$ cat config.mk
export PLATFORM = sky130hd
export DESIGN_NAME = product_bcd_converter_flat
export DESIGN_NICKNAME = d
export VERILOG_FILES = /design/src/rtl/product_bcd_converter_pkg.sv /design/src/rtl/product_bcd_converter_if.sv /design/src/rtl/product_bcd_converter_add3.sv /design/src/rtl/product_bcd_converter.sv /design/src/flat_wrapper.sv
export SDC_FILE = /design/constraint.sdc
export NUM_CORES = 1
export LEC_CHECK = 0
export ABC_AREA = 1
export ABC_CLOCK_PERIOD_IN_PS = 3800
export BUFFER_PORTS_ARGS = -buffer_cell sky130_fd_sc_hd__buf_2
export CAP_MARGIN = 20
export CORE_MARGIN = 3
export CORE_UTILIZATION = 35
export CTS_CLUSTER_DIAMETER = 60
export CTS_CLUSTER_SIZE = 20
export DETAILED_ROUTE_END_ITERATION = 10
export MAX_ROUTING_LAYER = met4
export PLACE_DENSITY = 0.51
export SETUP_SLACK_MARGIN = 0.05
export SLEW_MARGIN = 20
export SYNTH_ARGS = -nofsm -noshare
export SYNTH_HDL_FRONTEND = slang
export SYNTH_HIERARCHICAL = 1
export SYNTH_SLANG_ARGS = --single-unit
$ cat constraint.sdc
create_clock -name Clk -period 3.8 [get_ports Clk]
set_input_delay 0.38 -clock Clk [delete_from_list [all_inputs] [get_ports Clk]]
set_output_delay 0.38 -clock Clk [all_outputs]
set_load 0.05 [all_outputs]
$ cat src/rtl/product_bcd_converter_pkg.sv
// Shared types and default sizes for the signed-product to BCD converter.
package product_bcd_pkg;

  // Default product width (8x8 signed multiply) and number of decimal digits.
  // NDIG_DEF must satisfy 10^NDIG_DEF > 2^(PWIDTH_DEF-1) so that every
  // magnitude, including 32768, fits in the digit array.
  localparam int PWIDTH_DEF = 16;
  localparam int NDIG_DEF   = 5;

  // Converter control states.
  typedef enum logic [1:0] {
    IDLE = 2'd0,
    ABS  = 2'd1,
    CONV = 2'd2,
    DONE = 2'd3
  } state_t;

  // One packed BCD digit.
  typedef logic [3:0] bcd_digit_t;

endpackage

$ cat src/rtl/product_bcd_converter_if.sv
// Request/result bundle between the multiplier side (master) and the
// BCD converter (slave).
interface product_bcd_converter_if
  import product_bcd_pkg::*;
#(
  parameter int PWIDTH = PWIDTH_DEF,
  parameter int NDIG   = NDIG_DEF
);

  logic                Start;
  logic [PWIDTH-1:0]   Prod;
  logic                Busy;
  logic                Done;
  logic                Neg;
  logic [4*NDIG-1:0]   Digits;

  // Requester: issues Start/Prod and observes the result.
  modport master (
    output Start,
    output Prod,
    input  Busy,
    input  Done,
    input  Neg,
    input  Digits
  );

  // Converter: consumes Start/Prod and publishes the result.
  modport slave (
    input  Start,
    input  Prod,
    output Busy,
    output Done,
    output Neg,
    output Digits
  );

endinterface

$ cat src/rtl/product_bcd_converter_add3.sv
// Double-dabble digit correction: a digit of 5..9 gets +3 so that the
// following left shift carries correctly into the next decimal digit.
module bcd_add3
  import product_bcd_pkg::*;
(
  input  bcd_digit_t din,
  output bcd_digit_t dout
);

  // Pure combinational correction; inputs above 9 never occur in a valid run.
  always_comb begin
    dout = din;
    if (din >= 4'd5) begin
      dout = din + 4'd3;
    end
  end

endmodule

$ cat src/rtl/product_bcd_converter.sv
// Sequential two's-complement to sign + BCD converter. A Start pulse latches
// the product, the next cycle takes its magnitude, then PWIDTH shift-and-add-3
// iterations run one per clock. Digits/Neg are loaded atomically on the last
// iteration, and Done pulses for one cycle afterwards.
module product_bcd_converter
  import product_bcd_pkg::*;
#(
  parameter int PWIDTH = PWIDTH_DEF,
  parameter int NDIG   = NDIG_DEF
)(
  input  logic                    Clk,
  input  logic                    Reset,
  product_bcd_converter_if.slave  bus
);

  localparam int CW = (PWIDTH > 1) ? $clog2(PWIDTH) : 1;
  localparam logic [CW-1:0] LAST_ITER = CW'(PWIDTH - 1);
  localparam int WW = 4 * NDIG + PWIDTH;

  state_t               state_reg,  state_next;
  logic [PWIDTH-1:0]    op_reg,     op_next;
  logic [PWIDTH-1:0]    mag_reg,    mag_next;
  logic                 sign_reg,   sign_next;
  logic [4*NDIG-1:0]    bcd_reg,    bcd_next;
  logic [CW-1:0]        cnt_reg,    cnt_next;
  logic [4*NDIG-1:0]    digits_reg, digits_next;
  logic                 neg_reg,    neg_next;

  logic [PWIDTH-1:0]    abs_val;
  logic [4*NDIG-1:0]    corrected;
  logic [WW-1:0]        shifted;

  // Per-digit add-3 correction of the working BCD register.
  for (genvar gi = 0; gi < NDIG; gi++) begin : g_add3
    bcd_add3 u_add3 (
      .din  (bcd_reg[4*gi +: 4]),
      .dout (corrected[4*gi +: 4])
    );
  end

  // Magnitude of the latched operand; 0x8000 maps to 32768 as an unsigned value.
  assign abs_val = op_reg[PWIDTH-1] ? (~op_reg + PWIDTH'(1)) : op_reg;

  // One double-dabble step: {corrected bcd, mag} << 1, top bit dropped.
  assign shifted = {corrected[4*NDIG-2:0], mag_reg, 1'b0};

  // State and datapath registers; reset discards any in-flight conversion.
  always_ff @(posedge Clk or posedge Reset) begin
    if (Reset) begin
      state_reg  <= IDLE;
      op_reg     <= '0;
      mag_reg    <= '0;
      sign_reg   <= 1'b0;
      bcd_reg    <= '0;
      cnt_reg    <= '0;
      digits_reg <= '0;
      neg_reg    <= 1'b0;
    end else begin
      state_reg  <= state_next;
      op_reg     <= op_next;
      mag_reg    <= mag_next;
      sign_reg   <= sign_next;
      bcd_reg    <= bcd_next;
      cnt_reg    <= cnt_next;
      digits_reg <= digits_next;
      neg_reg    <= neg_next;
    end
  end

  // Next-state and datapath update; Start is only honoured in IDLE and DONE.
  always_comb begin
    state_next  = state_reg;
    op_next     = op_reg;
    mag_next    = mag_reg;
    sign_next   = sign_reg;
    bcd_next    = bcd_reg;
    cnt_next    = cnt_reg;
    digits_next = digits_reg;
    neg_next    = neg_reg;

    case (state_reg)
      IDLE: begin
        if (bus.Start) begin
          op_next    = bus.Prod;
          state_next = ABS;
        end
      end

      ABS: begin
        // Zero is never reported as negative.
        sign_next  = op_reg[PWIDTH-1] && (abs_val != '0);
        mag_next   = abs_val;
        bcd_next   = '0;
        cnt_next   = '0;
        state_next = CONV;
      end

      CONV: begin
        bcd_next = shifted[WW-1:PWIDTH];
        mag_next = shifted[PWIDTH-1:0];
        cnt_next = cnt_reg + 1'b1;
        if (cnt_reg == LAST_ITER) begin
          // Final iteration publishes the whole result in one edge.
          digits_next = shifted[WW-1:PWIDTH];
          neg_next    = sign_reg;
          state_next  = DONE;
        end
      end

      DONE: begin
        if (bus.Start) begin
          op_next    = bus.Prod;
          state_next = ABS;
        end else begin
          state_next = IDLE;
        end
      end

      default: begin
        state_next = IDLE;
      end
    endcase
  end

  // Handshake and result outputs are decoded straight from registers so that
  // reset clears them immediately.
  assign bus.Busy   = (state_reg == ABS) || (state_reg == CONV);
  assign bus.Done   = (state_reg == DONE);
  assign bus.Neg    = neg_reg;
  assign bus.Digits = digits_reg;

endmodule

$ cat src/flat_wrapper.sv
// flat-port wrapper written by rule: the top's interface ports become plain ports
module product_bcd_converter_flat import product_bcd_pkg::*;
#(
  parameter int PWIDTH = PWIDTH_DEF,
  parameter int NDIG   = NDIG_DEF
)
  (Clk, Reset, bus_Start, bus_Prod, bus_Busy, bus_Done, bus_Neg, bus_Digits);
  product_bcd_converter_if #(.PWIDTH(PWIDTH), .NDIG(NDIG)) bus_i ();
  input  logic Clk;
  input  logic Reset;
  input wire logic [$bits(bus_i.Start)-1:0] bus_Start;
  input wire logic [$bits(bus_i.Prod)-1:0] bus_Prod;
  output wire logic [$bits(bus_i.Busy)-1:0] bus_Busy;
  output wire logic [$bits(bus_i.Done)-1:0] bus_Done;
  output wire logic [$bits(bus_i.Neg)-1:0] bus_Neg;
  output wire logic [$bits(bus_i.Digits)-1:0] bus_Digits;
  assign bus_i.Start = bus_Start;
  assign bus_i.Prod = bus_Prod;
  assign bus_Busy = bus_i.Busy;
  assign bus_Done = bus_i.Done;
  assign bus_Neg = bus_i.Neg;
  assign bus_Digits = bus_i.Digits;
  product_bcd_converter #(.PWIDTH(PWIDTH), .NDIG(NDIG)) u_core (.Clk(Clk), .Reset(Reset), .bus(bus_i));
endmodule
==> results.md, run 1 <==
* # diodes at 0
* Highest-count cells in the layout ignoring fill and taps: nand2_1 (137), inv_1 (80), dfrtp_1 (80), o21ai_0 (57), nor2_1 (46)
* Post-route cell area at between 0.005 and 0.006 mm^2
* Wirelength per Cell at ~12 um
* Nets at about 640
* Port bufs at slightly above 40
* CP required at about 4 ns
* Starting Density at between 30% and 40%
* CTS Buffer Depth at 2
* Crit share post-route at approximately three fifths
* Root buffer cell: clkbuf_16
* CTS Buf Count at 9
* Post-Syn Nets at between 600 and 700
* RSZ-0062 raised after global routing: false
* WHS at ~0.18 ns
* Critical path fanouts, max at 24
* Max-cap violations at 0
* Post-CTS Hold Buffers at 0
* Crit path kind: register to register
* YS warnings at 6
* Worst VDD drop at approximately 0.0003 V
* Final Critical Period at approximately 2.2 ns
* CTS tree: built
* Crit path launch type: register
* DRC at 0
* Mapped Avg Cell Area at around 7.8 um^2
* Worst-margin pin slew at just over 0.8 ns
* GRT Total Usage at between 10 and 15%
* Total Neg Setup Slack at 0 ns
* Clock skew at just over 0.007 ns
* Via count at 3594
* Power per cell area at slightly below 700 mW/mm^2
* Synthesized instance count at between 500 and 600
* Hold crit path type: input port to asynchronous set/reset pin
* Die height at approximately 120 um
* Congestion Overflow GR at 0
* HPWL after detailed placement at ~6700 um
* Final Hold Viols at 0
* Vias in the first global route at ~3500
* Post-CTS setup buffers at 0
* Clock-pin slew on the worst setup and hold paths at approximately 0.060 ns
* Setup violations, final at 0
* Leak pwr at about 2.4 nW
* Arrival time at the worst endpoint at approximately 2.4 ns
* Status: completed
* Detailed Route WL at about 9500 um
* Slew headroom at between 40 and 50%
* Post-route ant nets at 0
* Gpl congestion at 0.811
* Placed Area at around 0.0048 mm^2
* Post-CTS sizing at 0
* Initial antenna violation count at 0
* Largest net degree at the start of global routing at 58
* Commonest non-fill, non-tap cell in the layout: nand2_1
* Die Width at 119 um
* Core area at between 0.01 and 0.015 mm^2
* Worst-skew pair later-pin latency at approximately 0.34 ns
* Layout area overhead at 14.2%
* CP Capture Type: register
* Max Clock Freq at 449 MHz
* Cell area after synthesis at 0.00444 mm^2
* Row count at 40
* Via density per instance at 4.64
* Slew Limit Fails at 0
* Initial drt markers at between 150 and 200
* H-Tree Depth at 3
* CTS Sinks at 80
* DR pass1 iterations at 4
* First-pass GRT wire length at 16300 um
* Io pins at 42
* Full die area at 0.0141 mm^2
* Layout cells sized above 1 at between 10% and 20%
## per-layer routing
layer / share of wire (%) / up-vias / global-route usage (%)
li1: - / 1868 / -
met1: 48 / 1647 / 18.7
met2: 46 / 60 / 22.7
met3: 3.4 / 19 / 2.87
met4: 2.4 / 0 / 6.59
met5: 0 / - / -
## area by class of cell
class,instances,area [um^2]
clock buffers,12,246
clock inverters,1,30.0
fillers,1261,7150
inverters,90,340
multi-input cells,377,1990
flip-flops and latches,80,2000
well taps,168,210
repair buffers,47,250
## final timing paths
path / from / end / slack [ns] / depth (start not counted)
worst max-delay path: u_core/state_reg[0]$_DFFE_PP0P_ / u_core/cnt_reg[3]$_DFFE_PP0P_ / 1.57 / 8
worst min-delay path: Reset / u_core/bus.Digits[12]$_DFFE_PP0P_ / 0.18 / 2
worst max register to register: u_core/state_reg[0]$_DFFE_PP0P_ / u_core/cnt_reg[3]$_DFFE_PP0P_ / 1.57 / 8
worst min register to register: u_core/bus.Digits[8]$_DFFE_PP0P_ / u_core/bus.Digits[8]$_DFFE_PP0P_ / 0.48 / 2
max in group asynchronous: Reset / u_core/mag_reg[2]$_DFFE_PP0P_ / 2.81 / 3
min in group Clk: bus_Prod[5] / u_core/op_reg[5]$_DFFE_PP0P_ / 0.28 / 3
## power by group
part | leakage (nW) | internal (mW) | switching, mW | total (mW)
Clock | 0.135 | 0.516 | 0.323 | 0.839
Sequential | 1.03 | 1.06 | 0.175 | 1.23
Combinational | 1.25 | 0.432 | 0.932 | 1.36
Total | 2.42 | 2.01 | 1.43 | 3.44
## through the flow
step	worst slack, ns	util, %	total power, mW	cells
2_1_floorplan	1.37	-	2.33	567
3_3_place_gp	1.66	39.2	2.61	762
3_5_place_dp	1.53	39.2	2.64	762
4_1_cts	1.54	41.5	3.49	775
5_1_grt	1.35	41.5	3.73	775
6_report	1.57	41.5	3.44	775
## critical path, cell delays in order (launching register included)
cell     delay [ns]
dfrtp_1        0.38
inv_1          0.11
ha_1           0.29
buf_4          0.24
inv_1          0.08
nor2_1         0.55
inv_1          0.25
o21ai_0        0.13
a21oi_1        0.06
No activity file was read; power rests on OpenSTA's default activity.
==> run 2: changes to the inputs <==
--- a/config.mk
+++ b/config.mk
@@ -6,7 +6,7 @@
 export NUM_CORES = 1
 export LEC_CHECK = 0
 export ABC_AREA = 1
-export ABC_CLOCK_PERIOD_IN_PS = 3800
+export ABC_CLOCK_PERIOD_IN_PS = 2000
 export BUFFER_PORTS_ARGS = -buffer_cell sky130_fd_sc_hd__buf_2
 export CAP_MARGIN = 20
 export CORE_MARGIN = 3
@@ -15,7 +15,7 @@
 export CTS_CLUSTER_SIZE = 20
 export DETAILED_ROUTE_END_ITERATION = 10
 export MAX_ROUTING_LAYER = met4
-export PLACE_DENSITY = 0.51
+export PLACE_DENSITY = 0.53
 export SETUP_SLACK_MARGIN = 0.05
 export SLEW_MARGIN = 20
 export SYNTH_ARGS = -nofsm -noshare
==> constraint.sdc (replaced) <==
create_clock -name Clk -period 2 [get_ports Clk]
set_input_delay 0.2 -clock Clk [delete_from_list [all_inputs] [get_ports Clk]]
set_output_delay 0.2 -clock Clk [all_outputs]
set_load 0.05 [all_outputs]
==> run 2 against run 1 <==
- clock power rose by 86%
- sequential share of layout area decreased by 0.59 points
- setup slack worse by 1.3 ns
==> results.md, run 2 (same netlist as run 1, synthesis figures left out) <==
* Final Non-Filler Cells at a little under 800
* CP max stage cell: ha_1
* Net Switching at ~2.8 mW
* Status: completed
* Leak pwr at 2.45 nW
* Crit path launch type: register
* Wirelength per Cell at between 10 and 15 um
* Placed Cells incl. Taps at ~770
* Root buffer cell: clkbuf_16
* # diodes at 0
* Comb pwr share at ~42%
* Setup violations, final at 0
* Max Clock Freq at about 580 MHz
* CP Capture Type: register
* Switching Fraction at a little over two fifths
* First-pass GRT wire length at roughly 17000 um
* H-Tree Depth at 3
* Final Hold Viols at 0
* Crit path kind: register to register
* Multi-input gate area at roughly 0.0020 mm^2
* Nets at around 650
* Via count at between 3000 and 4000
* Critical Path Source: u_core/state_reg[0]$_DFFE_PP0P_
* Detailed Route WL at between 9000 and 10000 um
* Worst-margin pin slew at roughly 0.49 ns
* Post-route cell area at between 0.005 and 0.006 mm^2
* Post-CTS setup buffers at 0
* Die height at 119 um
* Layout cells sized above 1 at roughly 20%
* Arrival time at the worst endpoint at a little under 2 ns
* Register area at 0.00200 mm^2
* Clock power share at between 20% and 30%
* Max-cap violations at 0
* Final Critical Period at 1.74 ns
* Most frequent cell on the critical path: nand2_1
* RSZ-0062 raised after global routing: false
* Fillers at around 1300
* Row count at 40
* Power per cell area at 1290 mW/mm^2
* Crit share post-route at approximately 87%
* Clock-pin slew on the worst setup and hold paths at roughly 0.06 ns
* Vias in the first global route at between 3000 and 4000
* Slew Limit Fails at 0
* CP required at around 2.2 ns
* Placed Area at 0.00485 mm^2
* Slowest stage delay, CP at about 0.5 ns
* Starting Density at between 30% and 40%
* Commonest non-fill, non-tap cell in the layout: nand2_1
* Via density per instance at around 4.6
* Critical path fanouts, max at 30
* DRC at 0
* HPWL after detailed placement at 6770 um
* Io pins at 42
* Total Neg Setup Slack at 0 ns
* Largest net degree at the start of global routing at 81
* Int Power at about 3.8 mW
* Port bufs at slightly above 40
* Layout area overhead at 15.9%
* Hold crit path type: input port to register
* CTS Buf Count at 9
* Post-route ant nets at 0
* Initial drt markers at ~180
* Gpl congestion at between 0.8 and 0.9
* Worst-skew pair later-pin latency at 0.35 ns
* Clock skew at between 0.005 and 0.006 ns
* DR pass1 iterations at 5
* CTS Buffer Depth at 2
* Cells along the critical path: inv_1 -> ha_1 -> nand2_1 -> buf_4 -> nand2_1 -> o21ai_0
* Worst Hold Launch: bus_Prod[8]
* Congestion Overflow GR at 0
* Die Width at roughly 120 um
* Full die area at about 0.014 mm^2
* RR Startpoint: u_core/state_reg[0]$_DFFE_PP0P_
* Total design power at ~6.6 mW
* Slew headroom at between 60% and 70%
* Highest-count cells in the layout ignoring fill and taps: nand2_1 (137), inv_1 (80), dfrtp_1 (80), o21ai_0 (56), nor2_1 (46)
* CTS tree: built
* Initial antenna violation count at 0
* Reg power frac at 34.3%
* GRT Total Usage at approximately 15%
* Worst VDD drop at about 0.00078 V
* Core area at 0.0122 mm^2
* CTS Sinks at 80
run 2: cell count changes in the layout (fill, tap and decap cells not counted), moves of 2 or more:
| cell | previous run | this run |
|---|---|---|
| clkinvlp_4 | 0 | 3 |
| buf_4 | 6 | 11 |
| clkbuf_1 | 2 | 0 |
| clkinv_2 | 0 | 2 |
run 2: cell type report:
cell class | count | share of cell area [%]
tap | 168 | 4.09
timing repair buffer | 54 | 6.18
sequential | 80 | 38.9
multi-input combinational | 377 | 38.7
clock buffer | 10 | 4.65
clock inverter | 6 | 0.827
inverter | 90 | 6.64
run 2: critical path, delay by kind of cell (launching register included):
family                     cells  cell delay (ns)
and+or+nand+nor                2             0.26
buffers and inverters          2             0.39
DFF                            1             0.39
adders and majority gates      1             0.49
AOI/OAI and AO/OA              1             0.07
run 2: path summary, 6_finish.rpt:
| path | end | cells after the start | slack, ns |
|---|---|---|---|
| max | u_core/bus.Digits[10]$_DFFE_PP0P_ | 6 | 0.26 |
| min | u_core/op_reg[8]$_DFFE_PP0P_ | 3 | 0.1 |
| max reg2reg | u_core/bus.Digits[10]$_DFFE_PP0P_ | 6 | 0.26 |
| min reg2reg | u_core/bus.Digits[6]$_DFFE_PP0P_ | 2 | 0.48 |
| max in group asynchronous | u_core/op_reg[6]$_DFFE_PP0P_ | 4 | 1.12 |
| min in group asynchronous | u_core/bus.Digits[4]$_DFFE_PP0P_ | 4 | 0.48 |
run 2: power by group through the flow:
stage               sequential, mW  clock, mW  combinational, mW
finish                        2.28       1.56               2.80
global route                  2.34       1.69               3.20
CTS                           2.28       1.61               2.83
detailed placement            2.31          0               2.82
global placement              2.31          0               2.76
floorplan                     2.24          0               2.19
run 2: what timing repair did:
item                       4_1_cts  5_1_grt
setup endpoints to repair        0        1
hold endpoints to repair        66        0
resized for setup                0        2
hold buffers                     1        0
run 2: metrics by stage:
stage	setup slack, ns	hold slack, ns	util (%)
2_1_floorplan	0.126	0.359	-
3_3_place_gp	0.185	0.357	39.7
3_5_place_dp	0.168	0.364	39.7
4_1_cts	0.162	0.0907	42.1
5_1_grt	0.0612	0.0994	42.1
6_report	0.263	0.0962	42.1
run 2: metal layers:
layer  up-vias  track usage (%)  part of all wire (%)
met4         0             4.71                  0.96
met5         -                -                     0
met3         8             4.40                   3.4
met2        73             24.2                    49
li1       1884                -                     -
met1      1648             17.3                    47
